$ cat src/rtl/al_accel_pkg.sv
// Shared types and constants for the accelerator output-buffer drain block.
// Optional feature macro: AL_ACCEL_DRAIN_RELU_EN. When defined, negative words
// (bit 31 set) are written to memory as zero. Otherwise words pass unchanged.
package al_accel_pkg;

  localparam int AL_ACCEL_DATA_W = 32;
  localparam int AL_ACCEL_ADDR_W = 32;

  typedef enum logic [1:0] {
    ST_IDLE  = 2'd0,
    ST_RUN   = 2'd1,
    ST_FLUSH = 2'd2,
    ST_DONE  = 2'd3
  } drain_state_t;

  // Transform applied to each word as it enters the FIFO (purely combinational)
  function automatic logic [AL_ACCEL_DATA_W-1:0] al_accel_relu(
    input logic [AL_ACCEL_DATA_W-1:0] d
  );
`ifdef AL_ACCEL_DRAIN_RELU_EN
    return d[AL_ACCEL_DATA_W-1] ? '0 : d;
`else
    return d;
`endif
  endfunction

endpackage

$ cat src/rtl/al_accel_sync_fifo.sv
// Single-clock word FIFO. The write is registered and dout shows the head combinationally.
// The pointers carry an extra wrap bit so full and empty can be told apart.
module al_accel_sync_fifo #(
  parameter int DEPTH = 4,
  parameter int WIDTH = 32
) (
  input  logic             clk,
  input  logic             reset,
  input  logic             push,
  input  logic             pop,
  input  logic [WIDTH-1:0] din,
  output logic [WIDTH-1:0] dout,
  output logic             full,
  output logic             empty
);

  localparam int AW = $clog2(DEPTH);
  localparam logic [AW:0] PTR_ONE = {{AW{1'b0}}, 1'b1};

  logic [WIDTH-1:0] r_mem [DEPTH];
  logic [AW:0]      r_wptr;
  logic [AW:0]      r_rptr;
  logic             w_do_push;
  logic             w_do_pop;

  assign w_do_push = push && !full;
  assign w_do_pop  = pop && !empty;
  assign empty     = (r_wptr == r_rptr);
  assign full      = (r_wptr[AW] != r_rptr[AW]) && (r_wptr[AW-1:0] == r_rptr[AW-1:0]);
  assign dout      = r_mem[r_rptr[AW-1:0]];

  // Pointer update. Reset empties the FIFO.
  always_ff @(posedge clk or posedge reset) begin
    if (reset) begin
      r_wptr <= '0;
      r_rptr <= '0;
    end else begin
      if (w_do_push) r_wptr <= r_wptr + PTR_ONE;
      if (w_do_pop)  r_rptr <= r_rptr + PTR_ONE;
    end
  end

  // Storage write. The contents need no reset because the pointers define validity.
  always_ff @(posedge clk) begin
    if (w_do_push) r_mem[r_wptr[AW-1:0]] <= din;
  end

endmodule

$ cat src/rtl/al_accel_obuf_drain.sv
// Drains result words from the accelerator output buffer into memory write beats.
// Each word is buffered in a small FIFO and then presented on a registered
// valid/ready write port. Addresses start at base_addr and step by ADDR_STRIDE.
// Optional feature macro: AL_ACCEL_DRAIN_RELU_EN. When defined, negative words
// are zeroed as they are pushed, with no added latency.
module al_accel_obuf_drain
  import al_accel_pkg::*;
#(
  parameter int FIFO_DEPTH  = 4,
  parameter int ADDR_STRIDE = 4
) (
  input  logic                       clk,
  input  logic                       reset,
  input  logic                       enb,
  input  logic                       start,
  input  logic [AL_ACCEL_ADDR_W-1:0] base_addr,
  input  logic [15:0]                word_cnt,
  input  logic [AL_ACCEL_DATA_W-1:0] obuf_do,
  input  logic                       obuf_vld,
  output logic                       obuf_rdy,
  output logic [AL_ACCEL_ADDR_W-1:0] mem_addr,
  output logic [AL_ACCEL_DATA_W-1:0] mem_wdata,
  output logic                       mem_valid,
  input  logic                       mem_ready,
  output logic                       busy,
  output logic                       done,
  output logic                       ovf_err
);

  localparam logic [AL_ACCEL_ADDR_W-1:0] STRIDE = AL_ACCEL_ADDR_W'(ADDR_STRIDE);

  drain_state_t               r_state;
  drain_state_t               w_state_nxt;
  logic [15:0]                r_word_cnt;
  logic [15:0]                r_accepted;
  logic [AL_ACCEL_ADDR_W-1:0] r_next_addr;
  logic [AL_ACCEL_ADDR_W-1:0] r_mem_addr;
  logic [AL_ACCEL_DATA_W-1:0] r_mem_wdata;
  logic                       r_mem_valid;
  logic                       r_ovf_err;

  logic                       w_fifo_full;
  logic                       w_fifo_empty;
  logic [AL_ACCEL_DATA_W-1:0] w_fifo_dout;
  logic [AL_ACCEL_DATA_W-1:0] w_fifo_din;
  logic                       w_start_acc;
  logic                       w_want_word;
  logic                       w_rdy;
  logic                       w_push;
  logic                       w_last_push;
  logic                       w_load;
  logic                       w_ovf_set;

  // A start is honoured only in IDLE while enabled. In any other state it is ignored.
  assign w_start_acc = start && enb && (r_state == ST_IDLE);
  // In RUN, enabled, and still owed words. A full FIFO is the only thing left to block a push.
  assign w_want_word = (r_state == ST_RUN) && enb && (r_accepted < r_word_cnt);
  assign w_rdy       = w_want_word && !w_fifo_full;
  assign w_push      = obuf_vld && w_rdy;
  assign w_last_push = w_push && (r_accepted == (r_word_cnt - 16'd1));
  // Back-pressure from a full FIFO is legitimate flow control and does not count as an overflow.
  assign w_ovf_set   = obuf_vld && !w_rdy && !(w_want_word && w_fifo_full);
  // The output register refills as soon as it is empty or its current beat is accepted.
  assign w_load      = !w_fifo_empty && enb && (!r_mem_valid || mem_ready);
  assign w_fifo_din  = al_accel_relu(obuf_do);

  al_accel_sync_fifo #(
    .DEPTH (FIFO_DEPTH),
    .WIDTH (AL_ACCEL_DATA_W)
  ) u_fifo (
    .clk   (clk),
    .reset (reset),
    .push  (w_push),
    .pop   (w_load),
    .din   (w_fifo_din),
    .dout  (w_fifo_dout),
    .full  (w_fifo_full),
    .empty (w_fifo_empty)
  );

  // FSM state register
  always_ff @(posedge clk or posedge reset) begin
    if (reset) r_state <= ST_IDLE;
    else       r_state <= w_state_nxt;
  end

  // Next-state logic. Everything holds while enb is low.
  always_comb begin
    w_state_nxt = r_state;
    if (enb) begin
      case (r_state)
        ST_IDLE:  if (start) w_state_nxt = (word_cnt != 16'd0) ? ST_RUN : ST_DONE;
        ST_RUN:   if (w_last_push) w_state_nxt = ST_FLUSH;
        ST_FLUSH: if (w_fifo_empty && !r_mem_valid) w_state_nxt = ST_DONE;
        ST_DONE:  w_state_nxt = ST_IDLE;
        default:  w_state_nxt = ST_IDLE;
      endcase
    end
  end

  // FSM outputs
  always_comb begin
    obuf_rdy = w_rdy;
    busy     = (r_state == ST_RUN) || (r_state == ST_FLUSH);
    done     = (r_state == ST_DONE);
  end

  // Job bookkeeping: latched count, accepted-word counter and next beat address
  always_ff @(posedge clk or posedge reset) begin
    if (reset) begin
      r_word_cnt  <= '0;
      r_accepted  <= '0;
      r_next_addr <= '0;
    end else if (w_start_acc) begin
      r_word_cnt  <= word_cnt;
      r_accepted  <= '0;
      r_next_addr <= base_addr;
    end else begin
      if (w_push) r_accepted  <= r_accepted + 16'd1;
      if (w_load) r_next_addr <= r_next_addr + STRIDE;
    end
  end

  // Registered write port. A pending beat holds until mem_ready, even while enb is low.
  always_ff @(posedge clk or posedge reset) begin
    if (reset) begin
      r_mem_valid <= 1'b0;
      r_mem_addr  <= '0;
      r_mem_wdata <= '0;
    end else if (w_load) begin
      r_mem_valid <= 1'b1;
      r_mem_addr  <= r_next_addr;
      r_mem_wdata <= w_fifo_dout;
    end else if (r_mem_valid && mem_ready) begin
      r_mem_valid <= 1'b0;
    end
  end

  // Sticky overflow flag. It is cleared only by a newly accepted start.
  always_ff @(posedge clk or posedge reset) begin
    if (reset)            r_ovf_err <= 1'b0;
    else if (w_start_acc) r_ovf_err <= 1'b0;
    else if (w_ovf_set)   r_ovf_err <= 1'b1;
  end

  assign mem_valid = r_mem_valid;
  assign mem_addr  = r_mem_addr;
  assign mem_wdata = r_mem_wdata;
  assign ovf_err   = r_ovf_err;

endmodule
$ cat config.mk
export PLATFORM = sky130hd
export DESIGN_NAME = al_accel_obuf_drain
export DESIGN_NICKNAME = d
export VERILOG_FILES = /design/src/rtl/al_accel_pkg.sv /design/src/rtl/al_accel_sync_fifo.sv /design/src/rtl/al_accel_obuf_drain.sv
export SDC_FILE = /design/constraint.sdc
export NUM_CORES = 1
export LEC_CHECK = 0
export CAP_MARGIN = 10
export CORE_AREA = 2 2 149 151
export CTS_CLUSTER_SIZE = 24
export DETAILED_ROUTE_END_ITERATION = 10
export DIE_AREA = 0 0 151 153
export PLACE_DENSITY = 0.87
export SYNTH_ARGS = -nofsm -noshare
export SYNTH_HDL_FRONTEND = slang
export SYNTH_SLANG_ARGS = --single-unit
export TNS_END_PERCENT = 50
$ cat constraint.sdc
create_clock -name clk -period 11.48 [get_ports clk]
set_clock_uncertainty 0.15 [all_clocks]
set_input_delay 1.148 -clock clk [delete_from_list [all_inputs] [get_ports clk]]
set_output_delay 1.148 -clock clk [all_outputs]
set_load 0.005 [all_outputs]
# Word-level counts from Yosys, hierarchy flattened
# Memories as Yosys holds them, arrays and structs flattened. A register that Yosys moved wholly into a read port is not among the register bits.
# Index checks and enable logic that the tools add are counted.
totals:
  out_inout_bits: 69
  mem_count: 1
  reg_bits: 106
  elab_cells: 72
  ram_bits: 128
mem_list:
  columns: ["name", "words", "width", "read_ports", "rd_clocked_by_memory_dff", "wr", "line_no", "source"]
  rows:
  - ["u_fifo.r_mem", 4, 32, 1, 1, 1, "al_accel_sync_fifo.sv:20", "logic [WIDTH-1:0] r_mem [DEPTH];"]
op_classes:
  add_sub_neg: 5
  n_reduce_logical: 31
  n_lt_le_gt_ge: 1
  eq_ne: 10
  mux: 15
ops:
  columns: ["operator", "count"]
  rows:
  - ["$mux W32", 2]
  - ["$add A32 B3 Y32 const B", 1]
  - ["$mux W16", 2]
  - ["$logic_and A1 B1 Y1", 17]
  - ["$add A16 B1 Y16 const B", 1]
  - ["$eq A16 B16 Y1", 1]
  - ["$lt A16 B16 Y1", 1]
  - ["$reduce_bool A16 Y1", 1]
  - ["$sub A16 B1 Y16 const B", 1]
  - ["$mux W2", 4]
  - ["$pmux W2 S4", 1]
  - ["$reduce_bool A2 Y1", 4]
  - ["$add A3 B1 Y3 const B", 2]
  - ["$mux W1", 6]
  - ["$ne A2 B2 Y1 const B", 3]
  - ["$logic_not A1 Y1", 5]
  - ["$eq A2 B2 Y1 const B", 2]
  - ["$reduce_and A4 Y1", 1]
  - ["$eq A3 B3 Y1", 1]
  - ["$eq A2 B1 Y1 const B", 1]
  - ["$eq A2 B2 Y1", 1]
  - ["$logic_not A2 Y1", 1]
  - ["$logic_or A1 B1 Y1", 2]
  - ["$ne A1 B1 Y1", 1]

# Longest topological paths before layout
# Gate-level depths: netlist of the first run.
logic_depth:
  ltp_word: 9
  depth_mapped: 11
  depth_no_buf: 10

# Cells and area by module
# From an unflattened synthesis of the first run, not the netlist that was laid out.
unflattened:
  cells_unflattened: 838
  hier_area_um2: 11763.8
by_module_without_submodules:
  columns: ["module", "cells_each", "n_inst", "area_each_um2"]
  rows:
  - ["al_accel_obuf_drain", 621, 1, 6631.4]
  - ["al_accel_sync_fifo", 217, 1, 5132.4]

# Worst setup path before layout of the first run
# Ideal clock, no wire load.
synth_timing:
  path_kind: "register -> register"
  startpoint: "register r_word_cnt[1]"
  endpoint: "memory u_fifo.r_mem[3][0] (enable)"
  path_buffers: 0
  setup_ns: 0.394
  required_time_ns: 10.936
  path_slack_ns: 8.378
  period_less_slack_ns: 3.102
  path_stages_with_launch: 9
  arrival_ns: 2.558
  cell_sequence: "dfrtp_1 -> inv_1 -> ha_1 -> nor2b_1 -> o211ai_1 -> a21oi_1 -> o31ai_1 -> and3_1 -> and3_1"
synth_via:
  elab_chain_cells: 7
synth_lines:
  columns: ["item", "line_no", "source"]
  rows:
  - ["from (decl)", "al_accel_obuf_drain.sv:34", "logic [15:0] r_word_cnt;"]
  - ["from (signal assigned)", "al_accel_obuf_drain.sv:115", "r_word_cnt <= word_cnt;"]
  - ["$lt A16 B16 Y1", "al_accel_obuf_drain.sv:57", "assign w_want_word = (r_state == ST_RUN) && enb && (r_accepted < r_word_cnt);"]
  - ["$logic_and A1 B1 Y1", "al_accel_obuf_drain.sv:57", null]
  - ["$logic_and A1 B1 Y1", "al_accel_obuf_drain.sv:58", "assign w_rdy = w_want_word && !w_fifo_full;"]
  - ["via obuf_rdy", "al_accel_obuf_drain.sv:20", "output logic obuf_rdy,"]
  - ["$logic_and A1 B1 Y1", "al_accel_obuf_drain.sv:59", "assign w_push = obuf_vld && w_rdy;"]
  - ["$logic_and A1 B1 Y1", "al_accel_sync_fifo.sv:26", "assign w_do_push = push && !full;"]
  - ["$mux W1", "al_accel_sync_fifo.sv:45", "if (w_do_push) r_mem[r_wptr[AW-1:0]] <= din;"]
  - ["$mux W1 (implied by the code)", "al_accel_sync_fifo.sv:45", null]
  - ["to (decl)", "al_accel_sync_fifo.sv:20", null]
# The timed path passes the listed nets, and every way through them passes these cells.

# Worst setup path in the final report of the first run
layout_timing:
  startpoint: "register r_word_cnt[5]"
  endpoint: "output obuf_rdy"
layout_via:
  elab_chain_cells: 3
layout_lines:
  columns: ["item", "line_no"]
  rows:
  - ["$lt A16 B16 Y1", "al_accel_obuf_drain.sv:57"]
  - ["$logic_and A1 B1 Y1", "al_accel_obuf_drain.sv:57"]
  - ["$logic_and A1 B1 Y1", "al_accel_obuf_drain.sv:58"]
  - ["to (decl)", "al_accel_obuf_drain.sv:20"]
# Every way passes these cells.

==> flow_summary.ini, run 1 <==
[outcome]
outcome = finished, final reports clean

[hold_path]
hold_class = reg -> reg
hold_path_startpoint = mem_wdata[14]

[synthesis]
avgSynthCellArea_um2 = 11.85
yosysMostFrequentCell = nand2_1
yosys-top-cells-area = edfxtp_1 (33%), dfrtp_1 (29%), nand2_1 (8.5%), mux4_2 (6.2%), ha_1 (3.1%)
synthCells = 988
yosysUniqueCellTypes = 56
synth_warnings = 0
synth_top_family_by_area = simple AND/OR/NAND/NOR gates
synth_mux_area_share_pct = 6.818
yosys.area.top_type = edfxtp_1
synthArstFlopShare_pct = 51.88
netlist_area_um2 = 11710
synthSimpleGateAreaFrac_pct = 15.79
synth_flop_cell = dfrtp_1
ys_seq_area_share_pct = 62.32
ys_ff_latch = 266
synth-compound-area-share_pct = 6.486
syn_nets = 1103
synthXorXnorAreaFrac_pct = 2.992
synth_edf_count = 128
synth-adder-area-share_pct = 3.099
netlist.area_leader.share_pct = 32.83
synth_common_cells = nand2_1 (264), dfrtp_1 (138), edfxtp_1 (128), o21ai_0 (49), nor2_1 (43)

[placed_design]
pre_cts_slack_ns = 7.285
gp_congestion = 0.8399
io_buffers = 154
post-place-cells = 1382
hpwl_mm = 17.40

[clock_network]
clock-sinks = 266
clk_pin_slew_worst_paths_ns = 0.06
clk_latency_ns = 0.55
root_buffer = clkbuf_16
cts_setup_buffers = 0
cts_hold_buffers = 0
tritoncts = built
htree_levels = 1
cts_buffers = 28
clock_path_buffers = 3
postCtsResizedCells = 0

[grt]
grt_pass1_wl_mm = 44.23
antenna_found_initial = 0
grt_pass1_vias = 8410
grt_overflow_total = 0
grt_use_total_pct = 24.34
grt_max_degree = 77

[critical_path]
critical_path_arrival_ns = 3.13
cp-startpoint = r_word_cnt[5]
critical_path_required_ns = 10.18
critPathMaxFanout = 6
critPathSlowestCell = clkdlybuf4s50_1
worstSetupEndpointType = output port
cpPeakStageDelay_ns = 0.54
reg2reg_from = r_word_cnt[5]
worstPathCellList = inv_1, ha_1, a211oi_1, nor2_1, o31ai_1, and3_1, clkdlybuf4s50_1
cp-start-kind = flop
crit_type = reg -> out

[layout]
n_antenna_cell = 0
drive_above_1_share_pct = 8.933
nNetsFinal = 1247
area_growth_pct = 23.52
fin_cells = 1433

[timing]
min_period_ns = 4.428
fin_tns_setup_ns = 0
worstMarginPinSlew_ns = 0.9344
setup_viol_count_final = 0
fmaxAchievable_mhz = 225.9
slew_headroom_pct = 37.70
hold_violations = 0
rsz0062_at_grt = false
setup_ws_ns = 7.052
drv_slew = 0
fin_crit_sh_pct = 38.57

[route]
drt-total-wl_mm = 27.81
firstDrtPassIters = 5
wl_per_cell_um = 19.41
drc = 0
avgViaCountPerCell = 5.772
drt_iter0_drc = 623
via_count = 8271
postRouteAntennaNets = 0

[floorplanning]
fp.dieArea_um2 = 23100
start_util_pct = 54.50
io_pins = 155
dieWidth_um = 151
rows = 54
core_um2 = 21490
die_h_um = 153

[pwr]
power_density_nw_per_um2 = 246.2
leakage_nw = 5.773
ir_worst_vdd_mv = 0.1648

[run]
max_cap_violations = 0
==> registers in the layout, summed over array words and instances, names as in the netlist, 2 cells and up <==
name and count:
u_fifo.r_mem 128, mem_addr 32, mem_wdata 32, r_next_addr 32
r_accepted 16, r_word_cnt 16, u_fifo.r_rptr 3, u_fifo.r_wptr 3
r_state 2
==> cells in the final DEF, fill, tap and decap left out, types with 15 or more instances in the layout <==
cell / count
nor4_1: 15
mux4_2: 32
nand3_1: 18
inv_1: 31
o21ai_0: 49
clkbuf_16: 28
nor3_1: 18
clkdlybuf4s50_1: 154
dfrtp_1: 136
ha_1: 29
edfxtp_1: 128
a21oi_1: 27
nor2_1: 43
xnor2_1: 32
nand2_1: 264
==> cells by family (layout without fill, tap and decap cells) <==
logic type / after synthesis / count (layout)
XOR/XNOR: 40 / 40
AND/OR/NAND/NOR: 415 / 415
flip-flops: 266 / 266
buffers and inverters: 77 / 242
adder cells (fa/ha/maj): 29 / 29
multiplexers: 39 / 39
AO/OA/AOI/OAI: 122 / 122
==> per-stage QoR <==
stage	util [%]	hold slack, ns	total power (W)	cell area (µm²)
2_1_floorplan	-	0.2886	0.002129	11710
3_3_place_gp	62.81	0.3097	0.002574	13490
3_5_place_dp	62.81	0.3105	0.002629	13490
4_1_cts	67.31	0.3275	0.003581	14460
5_1_grt	67.31	0.3467	0.003776	14460
6_report	67.31	0.3264	0.003561	14460
==> final timing paths <==
check,end,slack [ns],depth (start not counted)
max,obuf_rdy,7.05,7
min,mem_wdata[14],0.33,2
max reg2reg,r_state[1],7.65,9
min reg2reg,mem_wdata[14],0.33,2
max in group asynchronous,r_word_cnt[13],8.88,3
min in group asynchronous,mem_wdata[16],0.95,2
==> layer usage <==
metal	vias to the layer above	global-route usage, %	routed length, µm
li1	3810	-	-
met1	4085	32.77	11430
met2	330	40.52	13520
met3	46	5.522	2276
met4	0	5.964	593
met5	-	0	0
==> worst max-delay path, delay by kind of cell (launching register included) <==
| kind | cells | cell delay [ns] |
|---|---|---|
| and+or+nand+nor | 2 | 0.41 |
| DFF | 1 | 0.49 |
| buffers and inverters | 2 | 0.66 |
| AOI/OAI and AO/OA | 2 | 0.69 |
| adders and majority gates | 1 | 0.33 |
==> power by group <==
group / switching (W) / internal [W] / leakage [nW]
sequential: 0.000235 / 0.00124 / 2.87
combinational: 0.000586 / 0.000565 / 2.44
clock: 0.000375 / 0.000557 / 0.468
==> area by class of cell <==
type                            instances  area (µm²)
Clock inverter                         12       166.4
Multi-Input combinational cell        645        4140
Sequential cell                       266        7300
Clock buffer                           39       802.0
Timing Repair Buffer                  159        1579
Fill cell                            1501        7023
Tap cell                              280       350.3
Inverter                               32       125.1
Power figures use the tool's default switching activity.
==> inputs of run 2 (changes only) <==
CORE_AREA = 2 2 157 159   (was 2 2 149 151)
DIE_AREA = 0 0 159 161   (was 0 0 151 153)
PLACE_DENSITY = 0.83   (was 0.87)
clock period = 4 ns   (was 11.48 ns; I/O delays follow)
==> run 2 against run 1 <==
Net effect: cell area up 0.73%; wire length down 1.8%; die area up 11%; sequential power rose to 2.8 times the previous value; non-clock buffer count up 9; largest power group unchanged; clock-buffer cell count down 5; register-to-register slack worse by 7.0 ns; sequential share of layout area down 0.36 points; first-iteration DRC count down 3.4%; final cell count up 3.6%; global-route usage down 2.9 points; sequential cell count unchanged.
==> flow_summary.ini, run 2 (synthesis gave the netlist of run 1 again) <==
[outcome]
outcome = finished, final reports clean

[critical_path]
worstPathCellList = inv_1, ha_1, a211oi_1, nor2_1, o31ai_1, and3_1, clkdlybuf4s50_1
worstSetupEndpointType = output port
crit_buf_inv = 2
cpPeakStageDelay_ns = 0.57
cp-start-kind = flop
critPathMaxFanout = 6
critical_path_arrival_ns = 3.05
critical_path_required_ns = 3.45
cpLargestDelayFamily = buffers and inverters
critPathSlowestCell = clkdlybuf4s50_1
crit_type = reg -> out

[floorplanning]
core_um2 = 23960
dieWidth_um = 159
rows = 57
fp.dieArea_um2 = 25600
die_h_um = 161
io_pins = 155
start_util_pct = 48.86

[grt]
grt_max_degree = 77
grt.busiest_layer = met2
gr-usage-met1_pct = 29.53
grt_pass1_vias = 8280
antenna_found_initial = 0
met3_usage_pct = 3.826
grt.met2_usage_pct = 35.47
grt_pass1_wl_mm = 44.10
grt_use_total_pct = 21.40
grt_overflow_total = 0

[layout]
final_cell_mix = nand2_1 (264), clkdlybuf4s50_1 (154), dfrtp_1 (136)
post-route-util_pct = 60.79
area_growth_pct = 24.42
nNetsFinal = 1255
drive_above_1_share_pct = 9.733
n_antenna_cell = 0
final_common_cell = nand2_1
largest_reg_flops = 128

[hold_path]
hold_class = in -> async

[route]
drt_iter0_drc = 602
drt-total-wl_mm = 27.31
via_count = 8252
drc = 0
postRouteAntennaNets = 0
firstDrtPassIters = 5
wl_per_cell_um = 18.39
avgViaCountPerCell = 5.557

[placed_design]
io_buffers = 154
gp_congestion = 0.8691
pre_cts_slack_ns = 0.7378
hpwl_mm = 18.35

[clock_network]
cts_setup_buffers = 0
clk_latency_ns = 0.55
tritoncts = built
cts_buffers = 27
cts_hold_buffers = 0
clock_path_buffers = 3
htree_levels = 1
root_buffer = clkbuf_16
clk_pin_slew_worst_paths_ns = 0.06
clock-sinks = 266
postCtsResizedCells = 0

[timing]
rsz0062_at_grt = false
min_period_ns = 3.601
setup_ws_ns = 0.3986
fmaxAchievable_mhz = 277.7
hold_violations = 0
slew_headroom_pct = 36.51
drv_slew = 0
setup_viol_count_final = 0
fin_tns_setup_ns = 0
worstMarginPinSlew_ns = 0.9488
fin_crit_sh_pct = 90.03

[run]
max_cap_violations = 0

[pwr]
ir_worst_vdd_mv = 0.5034
power_density_nw_per_um2 = 694.9
leakage_nw = 5.794
run 2: cell types whose count changed in the layout (fill, tap and decap cells not counted):
cell and change:
buf_4 +7, clkinvlp_4 +4, clkbuf_8 -3, buf_12 +2
clkbuf_1 -1, clkbuf_16 -1, clkinv_1 -1, clkinv_16 -1
inv_16 +1, inv_8 +1
run 2: through the flow:
step / hold WS, ns / total power [W] / cell area, µm² / std cells
after floorplan: 0.2886 / 0.006110 / 11710 / 988
after detailed placement: 0.3111 / 0.007564 / 13640 / 1435
final: 0.2047 / 0.01012 / 14570 / 1485
after CTS: 0.2183 / 0.01020 / 14570 / 1485
after global placement: 0.3041 / 0.007441 / 13640 / 1435
after global routing: 0.2566 / 0.01075 / 14570 / 1485
run 2: layout make-up:
class / instances / area [µm²]
inverter: 32 / 123.9
multi-input combinational: 645 / 4140
tap: 324 / 405.4
fill: 1859 / 9395
sequential: 266 / 7300
timing repair buffer: 168 / 1672
clock buffer: 34 / 732.0
clock inverter: 16 / 195.2
run 2: layer usage:
| metal | wire length [µm] | vias up |
|---|---|---|
| met4 | 543 | 0 |
| li1 | - | 3819 |
| met2 | 13130 | 340 |
| met5 | 0 | - |
| met3 | 2066 | 39 |
| met1 | 11560 | 4054 |
run 2: where the power goes:
group | internal, W | switching, W | leakage, nW | total [W]
combinational | 0.00164 | 0.00176 | 2.49 | 0.00340
sequential | 0.00357 | 0.000558 | 2.87 | 0.00413
clock | 0.00151 | 0.00108 | 0.440 | 0.00260
run 2: worst paths after layout:
check	startpoint	end	slack (ns)	cells after the start
hold / removal	reset	r_word_cnt[7]	0.20	2
hold reg to reg	mem_wdata[19]	mem_wdata[19]	0.32	2
min in group clk	base_addr[1]	r_next_addr[1]	0.24	3
setup / recovery	r_word_cnt[5]	obuf_rdy	0.40	7
max in group asynchronous	reset	mem_wdata[2]	2.57	3
setup reg to reg	r_word_cnt[5]	u_fifo.r_mem[2][28]	0.68	8
run 2: worst register-to-register path: cells and delay by family, from the launching register on:
| kind | cells | cell delay [ns] |
|---|---|---|
| and+or+nand+nor | 3 | 0.95 |
| AOI/OAI and AO/OA | 2 | 0.62 |
| buffers and inverters | 2 | 0.48 |
| DFF | 1 | 0.49 |
| adders and majority gates | 1 | 0.32 |
